### config.mk
export PLATFORM = sky130hd
export DESIGN_NAME = flag_ack8_reg_flat
export DESIGN_NICKNAME = d
export VERILOG_FILES = /design/src/rtl/flag_pkg.sv /design/src/rtl/flag_ack8_reg_if.sv /design/src/rtl/or8_gate.sv /design/src/rtl/prio_enc8.sv /design/src/rtl/flag_ack8_reg.sv /design/src/flat_wrapper.sv
export SDC_FILE = /design/constraint.sdc
export NUM_CORES = 1
export LEC_CHECK = 0
export CAP_MARGIN = 10
export CORE_MARGIN = 4
export CORE_UTILIZATION = 41
export DETAILED_ROUTE_END_ITERATION = 7
export GPL_TIMING_DRIVEN = 0
export PLACE_DENSITY_LB_ADDON = 0.25
export RECOVER_POWER = 25
export SYNTH_ARGS = -nofsm -noshare
export SYNTH_HDL_FRONTEND = slang
export SYNTH_HIERARCHICAL = 1
export SYNTH_SLANG_ARGS = --single-unit
export TNS_END_PERCENT = 1
### constraint.sdc
create_clock -name clk -period 1.9 [get_ports clk]
set_input_delay 0.38 -clock clk [delete_from_list [all_inputs] [get_ports clk]]
set_output_delay 0.38 -clock clk [all_outputs]
set_load 0.05 [all_outputs]
### src/rtl/flag_pkg.sv
`default_nettype none
// ============================================================================
// Package     : flag_pkg
// Description : Shared constants, pop FSM state type and a one-hot helper
//               for the flag_ack8_reg sticky event-flag register.
// Ports       : none (package)
// Revision    : 1.0 - initial release
// ============================================================================
package flag_pkg;

  localparam int FLAG_W     = 8;
  localparam int FLAG_IDX_W = 3;

  typedef enum logic [1:0] {
    ST_IDLE  = 2'd0,
    ST_SERVE = 2'd1,
    ST_EMPTY = 2'd2
  } pop_state_t;

  // Expand a channel index into a single-bit mask.
  function automatic logic [FLAG_W-1:0] idx_to_onehot(input logic [FLAG_IDX_W-1:0] idx);
    return FLAG_W'(1) << idx;
  endfunction

endpackage
`default_nettype wire

### src/rtl/flag_ack8_reg_if.sv
`default_nettype none
// ============================================================================
// Interface   : flag_ack8_reg_if
// Description : Consumer-side handshakes of the flag register: the
//               write-1-to-clear port and the pop request/response port.
// Signals     : clr_valid, clr_bits, clr_ready   - clear handshake
//               pop_req, pop_valid, pop_empty,
//               pop_idx                          - pop handshake
// Modports    : master - consumer side, slave - flag register side
// Revision    : 1.0 - initial release
// ============================================================================
interface flag_ack8_reg_if;

  logic                             clr_valid;
  logic [flag_pkg::FLAG_W-1:0]      clr_bits;
  logic                             clr_ready;
  logic                             pop_req;
  logic                             pop_valid;
  logic                             pop_empty;
  logic [flag_pkg::FLAG_IDX_W-1:0]  pop_idx;

  modport master (
    output clr_valid, clr_bits, pop_req,
    input  clr_ready, pop_valid, pop_empty, pop_idx
  );

  modport slave (
    input  clr_valid, clr_bits, pop_req,
    output clr_ready, pop_valid, pop_empty, pop_idx
  );

endinterface
`default_nettype wire

### src/rtl/or8_gate.sv
`default_nettype none
// ============================================================================
// Module      : or8_gate
// Description : 8-bit bitwise OR of two event masks.
// Ports       : a, b - input masks
//               y    - a | b
// Revision    : 1.0 - initial release
// ============================================================================
module or8_gate (
  input  wire logic [7:0] a,
  input  wire logic [7:0] b,
  output logic      [7:0] y
);

  assign y = a | b;

endmodule
`default_nettype wire

### src/rtl/prio_enc8.sv
`default_nettype none
// ============================================================================
// Module      : prio_enc8
// Description : Combinational lowest-set-bit priority encoder, 8 inputs.
//               Bit 0 has the highest priority.
// Ports       : req - request vector
//               idx - index of lowest set bit (0 when none set)
//               any - at least one request bit set
// Revision    : 1.0 - initial release
// ============================================================================
module prio_enc8 (
  input  wire logic [7:0] req,
  output logic      [2:0] idx,
  output logic            any
);

  // Scan from the top down so the lowest set bit is the last one written.
  always_comb begin
    idx = 3'd0;
    any = 1'b0;
    for (int i = 7; i >= 0; i--) begin
      if (req[i]) begin
        idx = 3'(i);
        any = 1'b1;
      end
    end
  end

endmodule
`default_nettype wire

### src/rtl/flag_ack8_reg.sv
`default_nettype none
// ============================================================================
// Module      : flag_ack8_reg
// Description : 8-channel sticky event-flag register. Event pulses OR into
//               sticky flags; flags are retired by a write-1-to-clear port
//               or by a pop that returns and clears the lowest pending
//               enabled flag. Produces a registered interrupt and
//               per-channel overflow flags.
// Ports       : clk       - clock, rising edge
//               rst_n     - asynchronous active-low reset
//               evt_in    - event pulses, one bit per channel
//               en_mask   - interrupt/pop enable per channel
//               flags_out - sticky flag register
//               ovf_out   - event seen while flag already set
//               irq       - registered OR of enabled pending flags
//               bus       - clear and pop handshakes (slave side)
// Revision    : 1.0 - initial release
// ============================================================================
module flag_ack8_reg
  import flag_pkg::*;
#(
  parameter int WIDTH = FLAG_W,
  parameter int IDX_W = FLAG_IDX_W
) (
  input  wire logic             clk,
  input  wire logic             rst_n,
  input  wire logic [WIDTH-1:0] evt_in,
  input  wire logic [WIDTH-1:0] en_mask,
  output logic      [WIDTH-1:0] flags_out,
  output logic      [WIDTH-1:0] ovf_out,
  output logic                  irq,
  flag_ack8_reg_if.slave        bus
);

  pop_state_t       state;
  logic [WIDTH-1:0] flags;
  logic [WIDTH-1:0] ovf;
  logic             pop_valid_r;
  logic             pop_empty_r;
  logic [IDX_W-1:0] pop_idx_r;

  logic [WIDTH-1:0] pending;
  logic [IDX_W-1:0] enc_idx;
  logic             enc_any;
  logic             clr_ready;
  logic [WIDTH-1:0] clr_eff;
  logic [WIDTH-1:0] pop_clr;
  logic [WIDTH-1:0] clear_all;
  logic [WIDTH-1:0] kept;
  logic [WIDTH-1:0] flags_next;

  assign pending = flags & en_mask;

  prio_enc8 u_enc (
    .req (pending),
    .idx (enc_idx),
    .any (enc_any)
  );

  // The clear port is stalled only while a pop is retiring its bit, so the
  // two clear paths never need arbitration beyond a plain OR.
  assign clr_ready = (state != ST_SERVE);
  assign clr_eff   = (bus.clr_valid && clr_ready) ? bus.clr_bits : '0;
  // pop_idx_r holds the index captured in IDLE for the whole SERVE cycle.
  assign pop_clr   = (state == ST_SERVE) ? idx_to_onehot(pop_idx_r) : '0;
  assign clear_all = clr_eff | pop_clr;
  assign kept      = flags & ~clear_all;

  // Events are OR-ed in after clearing, so a coincident set always wins.
  or8_gate u_merge (
    .a (kept),
    .b (evt_in),
    .y (flags_next)
  );

  always_ff @(posedge clk or negedge rst_n) begin
    if (!rst_n) begin
      flags <= '0;
      ovf   <= '0;
      irq   <= 1'b0;
    end else begin
      flags <= flags_next;
      // An event landing on a bit being cleared is a fresh set, not a loss.
      ovf   <= (ovf & ~clear_all) | (evt_in & flags & ~clear_all);
      irq   <= |pending;
    end
  end

  // Pop FSM: a response is one registered strobe cycle, then back to IDLE.
  always_ff @(posedge clk or negedge rst_n) begin
    if (!rst_n) begin
      state       <= ST_IDLE;
      pop_valid_r <= 1'b0;
      pop_empty_r <= 1'b0;
      pop_idx_r   <= '0;
    end else begin
      pop_valid_r <= 1'b0;
      pop_empty_r <= 1'b0;
      pop_idx_r   <= '0;
      case (state)
        ST_IDLE: begin
          if (bus.pop_req) begin
            pop_valid_r <= 1'b1;
            if (enc_any) begin
              state     <= ST_SERVE;
              pop_idx_r <= enc_idx;
            end else begin
              state       <= ST_EMPTY;
              pop_empty_r <= 1'b1;
            end
          end
        end
        ST_SERVE: state <= ST_IDLE;
        ST_EMPTY: state <= ST_IDLE;
        default:  state <= ST_IDLE;
      endcase
    end
  end

  assign flags_out     = flags;
  assign ovf_out       = ovf;
  assign bus.clr_ready = clr_ready;
  assign bus.pop_valid = pop_valid_r;
  assign bus.pop_empty = pop_empty_r;
  assign bus.pop_idx   = pop_idx_r;

endmodule
`default_nettype wire

### src/flat_wrapper.sv
// flat-port wrapper written by rule: the top's interface ports become plain ports
module flag_ack8_reg_flat import flag_pkg::*;
#(
  parameter int WIDTH = FLAG_W,
  parameter int IDX_W = FLAG_IDX_W
)
  (clk, rst_n, evt_in, en_mask, flags_out, ovf_out, irq, bus_clr_valid, bus_clr_bits, bus_pop_req, bus_clr_ready, bus_pop_valid, bus_pop_empty, bus_pop_idx);
  flag_ack8_reg_if bus_i ();
  input  wire logic clk;
  input  wire logic rst_n;
  input  wire logic [WIDTH-1:0] evt_in;
  input  wire logic [WIDTH-1:0] en_mask;
  output logic      [WIDTH-1:0] flags_out;
  output logic      [WIDTH-1:0] ovf_out;
  output logic irq;
  input wire logic [$bits(bus_i.clr_valid)-1:0] bus_clr_valid;
  input wire logic [$bits(bus_i.clr_bits)-1:0] bus_clr_bits;
  input wire logic [$bits(bus_i.pop_req)-1:0] bus_pop_req;
  output wire logic [$bits(bus_i.clr_ready)-1:0] bus_clr_ready;
  output wire logic [$bits(bus_i.pop_valid)-1:0] bus_pop_valid;
  output wire logic [$bits(bus_i.pop_empty)-1:0] bus_pop_empty;
  output wire logic [$bits(bus_i.pop_idx)-1:0] bus_pop_idx;
  assign bus_i.clr_valid = bus_clr_valid;
  assign bus_i.clr_bits = bus_clr_bits;
  assign bus_i.pop_req = bus_pop_req;
  assign bus_clr_ready = bus_i.clr_ready;
  assign bus_pop_valid = bus_i.pop_valid;
  assign bus_pop_empty = bus_i.pop_empty;
  assign bus_pop_idx = bus_i.pop_idx;
  flag_ack8_reg #(.WIDTH(WIDTH), .IDX_W(IDX_W)) u_core (.clk(clk), .rst_n(rst_n), .evt_in(evt_in), .en_mask(en_mask), .flags_out(flags_out), .ovf_out(ovf_out), .irq(irq), .bus(bus_i));
endmodule
# After elaboration in Yosys (flattened, before gate mapping)
# Cells that the tools add are included.
# word_totals
ff_bits,24
inputBits,28
output_inout_bits,23
# op_classes
eq_ne,3
n_shift,1
mux,29
bitwise_logic,9
n_reduce_logical,3
# op_table
operator,count
AND 8 bit,5
2-to-1 mux 3 bit,11
OR 8 bit,3
2-to-1 mux 8 bit,2
2-to-1 mux 1 bit,13
NOT 8 bit,1
OR reduction 8 bit,1
"left shift 1 x 3 -> 8 bit, first input constant",1
2-to-1 mux 2 bit,3
"equality test 2 x 1 -> 1 bit, second input constant",1
logical NOT 2 bit,1
"!= test 2 x 1 -> 1 bit, second input constant",1
"!= test 2 bit, second input constant",1
logical AND 1 bit,1

# Logic depth before layout (Yosys ltp)
# depth
ltp_word,12
ltp_mapped,5
depth_no_buf,5

# Hierarchy
# The synthesis kept the hierarchy.
# by_module_without_submodules
mod,instances,cells_each,area_per_inst_um2
flag_ack8_reg,1,90,1006.0
prio_enc8,1,13,80.1
or8_gate,1,8,50.0

# Worst setup path after synthesis
# OpenSTA, ideal clock, no wires.
# synth_timing
kind,register to register
startpoint,"register u_core.flags[1], in the netlist u_core/flags_out[1]"
endpoint,register u_core.irq
setup_ps,139
t_arrival_ps,1772
setup_slack_ps,-11
path_stages_with_launch,4
path_buffers,0
cell_sequence,dfrtp_1 > and2_1 > or4_1 > or4_1
# synth_via
elab_chain_cells,2
# synth_lines
element,line_no,rtl
from (decl),flag_ack8_reg.sv:36,logic [WIDTH-1:0] flags;
from (signal assigned),flag_ack8_reg.sv:82,flags <= flags_next;
AND 8 bit,flag_ack8_reg.sv:52,assign pending = flags & en_mask;
via u_core.pending[1],flag_ack8_reg.sv:42,logic [WIDTH-1:0] pending;
OR reduction 8 bit,flag_ack8_reg.sv:85,irq <= |pending;
to (signal assigned),flag_ack8_reg.sv:85,
to (decl),flag_ack8_reg.sv:31,"output logic irq,"
# The timed path passes the listed nets, and every way through them passes these cells.
# A chain may end at the register's enable or synchronous reset.

# Worst setup path after layout
# layout_timing
startpoint,"register u_core.pop_empty_r, in the netlist u_core/bus.pop_empty"
endpoint,output bus_pop_empty
# layout_lines
element,line_no,rtl
from (decl),flag_ack8_reg.sv:39,logic pop_empty_r;
from (signal assigned),flag_ack8_reg.sv:94,pop_empty_r <= 1'b0;
from (signal assigned),flag_ack8_reg.sv:98,pop_empty_r <= 1'b0;
from (signal assigned),flag_ack8_reg.sv:109,pop_empty_r <= 1'b1;
to (decl),flat_wrapper.sv:21,output wire logic [$bits(bus_i.pop_empty)-1:0] bus_pop_empty;
# No word-level cell between the ends.

==> flow_summary_export.csv <==
group,metric,value,unit
outcome,outcome,"finished clean",
setup_path,critical_path.top_delay_family,"buffers and inverters",
setup_path,end_kind,"primary output",
power_and_ir_drop,peakVddDrop,0.501,mV
sta,whs,0.539,ns
place,gp_congestion,0.846,
setup_path,reg2reg_slack,0.13,ns
setup_path,reg2reg_from,"u_core/flags_out[1]",
drt,avgViaCountPerCell,5.59,
setup_path,cpPeakStageDelay,0.80,ns
yosys,ys_types,24,
setup_path,critPathBufInv,1,
setup_path,critPathKind,"reg -> out",
power_and_ir_drop,p_leak,0.763,nW
yosys,synth-seq-cells,24,
floorplanning,die_area,0.00368,mm2
clocking,path_clk_slew,0.13,ns
yosys,synth_top_area_share,52.9,%
yosys,yosys.area.top_type,"dfrtp_1",
clocking,postCtsHoldBufs,0,
power_and_ir_drop,p_switching,0.000468,W
yosys,syn_area,0.00114,mm2
setup_path,reg2reg_depth,3,
min_path,hold_end,"u_core/bus.pop_valid",
final_layout,instances_no_fill,195,
final_layout,diodes,0,
clocking,ctsLongestPathBuffers,2,
sta,fin_ws,0.0558,ns
setup_path,cp_slowest_cell,"clkdlybuf4s50_1",
power_and_ir_drop,powerDensity,811,mW/mm2
setup_path,crit_path_start_kind,"register",
clocking,cts_setup_buffers,0,
final_layout,final_nets,194,
floorplanning,start_util,44.2,%
yosys,synth_warnings,6,
drt,drt_iter0_drc,27,
sta,fin_setup_tns,0,ns
clocking,cts_tree,"done",
final_layout,drive_above_1_share,6.67,%
setup_path,worstPathCellList,"clkdlybuf4s50_1",
yosys,synth.area.top_cells,"dfrtp_1 53%, a311oi_1 11%, and2_1 4.4%, or2_1 4.4%, a21oi_1 4.0%",
power_and_ir_drop,p_comb_share,31.2,%
sta,timing.final.max_slew_violations,0,
place,dp_cells,191,
place,placed_cell_area,0.00168,mm2
sta,slew_headroom,29.8,%
global_route,grt_first_pass_wirelength,5350,um
yosys,synth_top_cells_by_count,"24 x dfrtp_1, 14 x a311oi_1, 9 x a21oi_1",
final_layout,final_area,0.00173,mm2
sta,min_period,1.84,ns
global_route,grt_pass1_vias,1179,
global_route,grt_overflow,0,
run,max_cap_viol_count,0,
yosys,postSynthAreaPerCell,10.2,um2
yosys,yosysMostFrequentCell,"dfrtp_1",
clocking,cts_buffers,3,
global_route,grt_max_degree,25,
setup_path,cp.required,1.52,ns
clocking,clkSinkCount,24,
final_layout,multi_input_area,494,um2
place,io_buffers,50,
yosys,synth_edf_count,0,
setup_path,critPathMaxFanout,1,
drt,wl_per_cell,16.4,um
clocking,worstSkewPairLatency,0.32,ns
final_layout,regArea,603,um2
sta,worstMarginPinSlew,1.05,ns
drt,num_vias,1090,
power_and_ir_drop,seqPwrFrac,42.1,%
drt,ant_nets,0,
setup_path,arrival,1.46,ns
power_and_ir_drop,switching_share,33.4,%
drt,drcViolationCount,0,
final_layout,area_growth,52.0,%
floorplanning,rows,18,
yosys,seq_area_frac_synth,52.9,%
clocking,cts_root_buffer,"clkbuf_4",
min_path,hp-start,"u_core/state[1]",
floorplanning,pin_count,51,
yosys,async_flop_share,100,%
sta,finClkSkew,0.00307,ns
power_and_ir_drop,clkPwrFrac,26.7,%
drt,wl,3200,um
min_path,hp-class,"reg -> reg",
final_layout,nFillCells,227,
yosys,synth_cells,111,
power_and_ir_drop,intPower,0.000932,W
sta,setup_viol,0,
sta,hold_viol,0,
global_route,antenna_found_initial,0,
setup_path,r2r-end,"u_core/irq",
floorplanning,die_y,60.6,um
clocking,ctsHtreeMaxLevel,1,
place,place_ws,-0.259,ns
floorplanning,fp.coreArea,0.00257,mm2
floorplanning,die_w,60.6,um
min_path,whs_path_depth,1,
yosys,synth_nets,139,
drt,drt_pass1_iterations,6,
global_route,track_usage,19.7,%
sta,timing.fmax,542,MHz
sta,fin_crit_sh,97.1,%
yosys,synth_flop_cell,"dfrtp_1",
place,dp_hpwl,2450,um
==> final cells by class <==
class	instances	area share (%)
Sequential cell	24	34.9
Timing Repair Buffer	50	28.8
Multi-Input combinational cell	76	28.6
Tap cell	30	2.17
Clock inverter	1	1.74
Inverter	8	1.74
Clock buffer	3	1.30
Buffer	3	0.725
==> through the flow <==
step / util [%] / total power [W]
finish: 67.3 / 0.00140
global route: 67.3 / 0.00146
CTS: 66.8 / 0.00141
detailed placement: 65.3 / 0.00106
global placement: 65.3 / 0.00105
floorplan: - / 0.000863
==> repair_timing <==
item / in CTS / in global routing
resized for setup: 17 / 9
endpoints found under the setup margin: 14 / 8
endpoints found under the hold margin: 0 / 0
gates cloned: 0 / 0
==> cells in the final DEF (no fill, tap or decap) <==
master,Yosys,routed
dlygate4sd2_1,0,13
dfrtp_2,0,2
clkbuf_2,0,1
dlymetal6s2s_1,0,7
a311oi_1,14,14
nand2b_1,3,3
dlygate4sd3_1,0,3
and3_1,4,4
or2_2,1,1
dfrtp_1,24,22
a211oi_1,1,1
nor3_1,5,5
or2_1,8,8
and2_1,8,8
nor2b_1,4,4
bufinv_16,0,1
o21ai_0,1,1
nor2_1,5,5
buf_2,0,1
a21oi_1,9,9
or4_1,2,2
nor4_2,1,1
nand3b_1,1,1
clkbuf_1,3,2
and2_4,1,1
nand2_1,2,2
inv_1,8,8
nor4_1,2,2
clkbuf_4,0,3
o41ai_1,1,1
o21bai_1,1,1
clkdlybuf4s50_1,0,26
nor3b_1,2,2
==> registers in the layout, indices dropped and copies added (netlist names) <==
signal,count
u_core/flags_out,8
u_core/ovf_out,8
u_core/bus.pop_idx,3
u_core/state,2
u_core/bus.pop_empty,1
u_core/bus.pop_valid,1
u_core/irq,1
==> power groups by stage <==
stage	registers (W)	clock network, W	logic (W)
2_1_floorplan	0.000750	0	0.000113
3_3_place_gp	0.000598	0	0.000450
3_5_place_dp	0.000600	0	0.000458
4_1_cts	0.000591	0.000379	0.000443
5_1_grt	0.000597	0.000399	0.000467
6_report	0.000590	0.000373	0.000437
==> layer usage <==
layer	wire length, um	part of all wire [%]	global-route usage [%]
met2	1490	47	33.0
met4	62	1.9	7.43
met3	251	7.9	3.83
met5	0	0	0
met1	1390	44	25.1
==> cells by family (layout without fill, tap and decap cells) <==
| group | Yosys count | count (layout) | synth area share, % |
|---|---|---|---|
| DFF | 24 | 24 | 52.9 |
| AOI/OAI and AO/OA | 27 | 27 | 17.3 |
| and+or+nand+nor | 49 | 49 | 26.2 |
| buffers and inverters | 11 | 65 | 3.63 |
==> how the worst max path moves through the flow <==
stage,start,endpoint,slack (ns),cells after the start
after detailed placement,u_core/state[1],bus_clr_ready,-0.26,3
after global routing,u_core/state[1],bus_clr_ready,-0.002,3
after CTS,u_core/ovf_out[0],ovf_out[0],0.003,1
after global placement,u_core/state[0],bus_clr_ready,-0.22,3
final,u_core/bus.pop_empty,bus_pop_empty,0.06,1
after floorplan,u_core/flags_out[7],u_core/irq,0.06,3
Power figures use the tool's default switching activity.
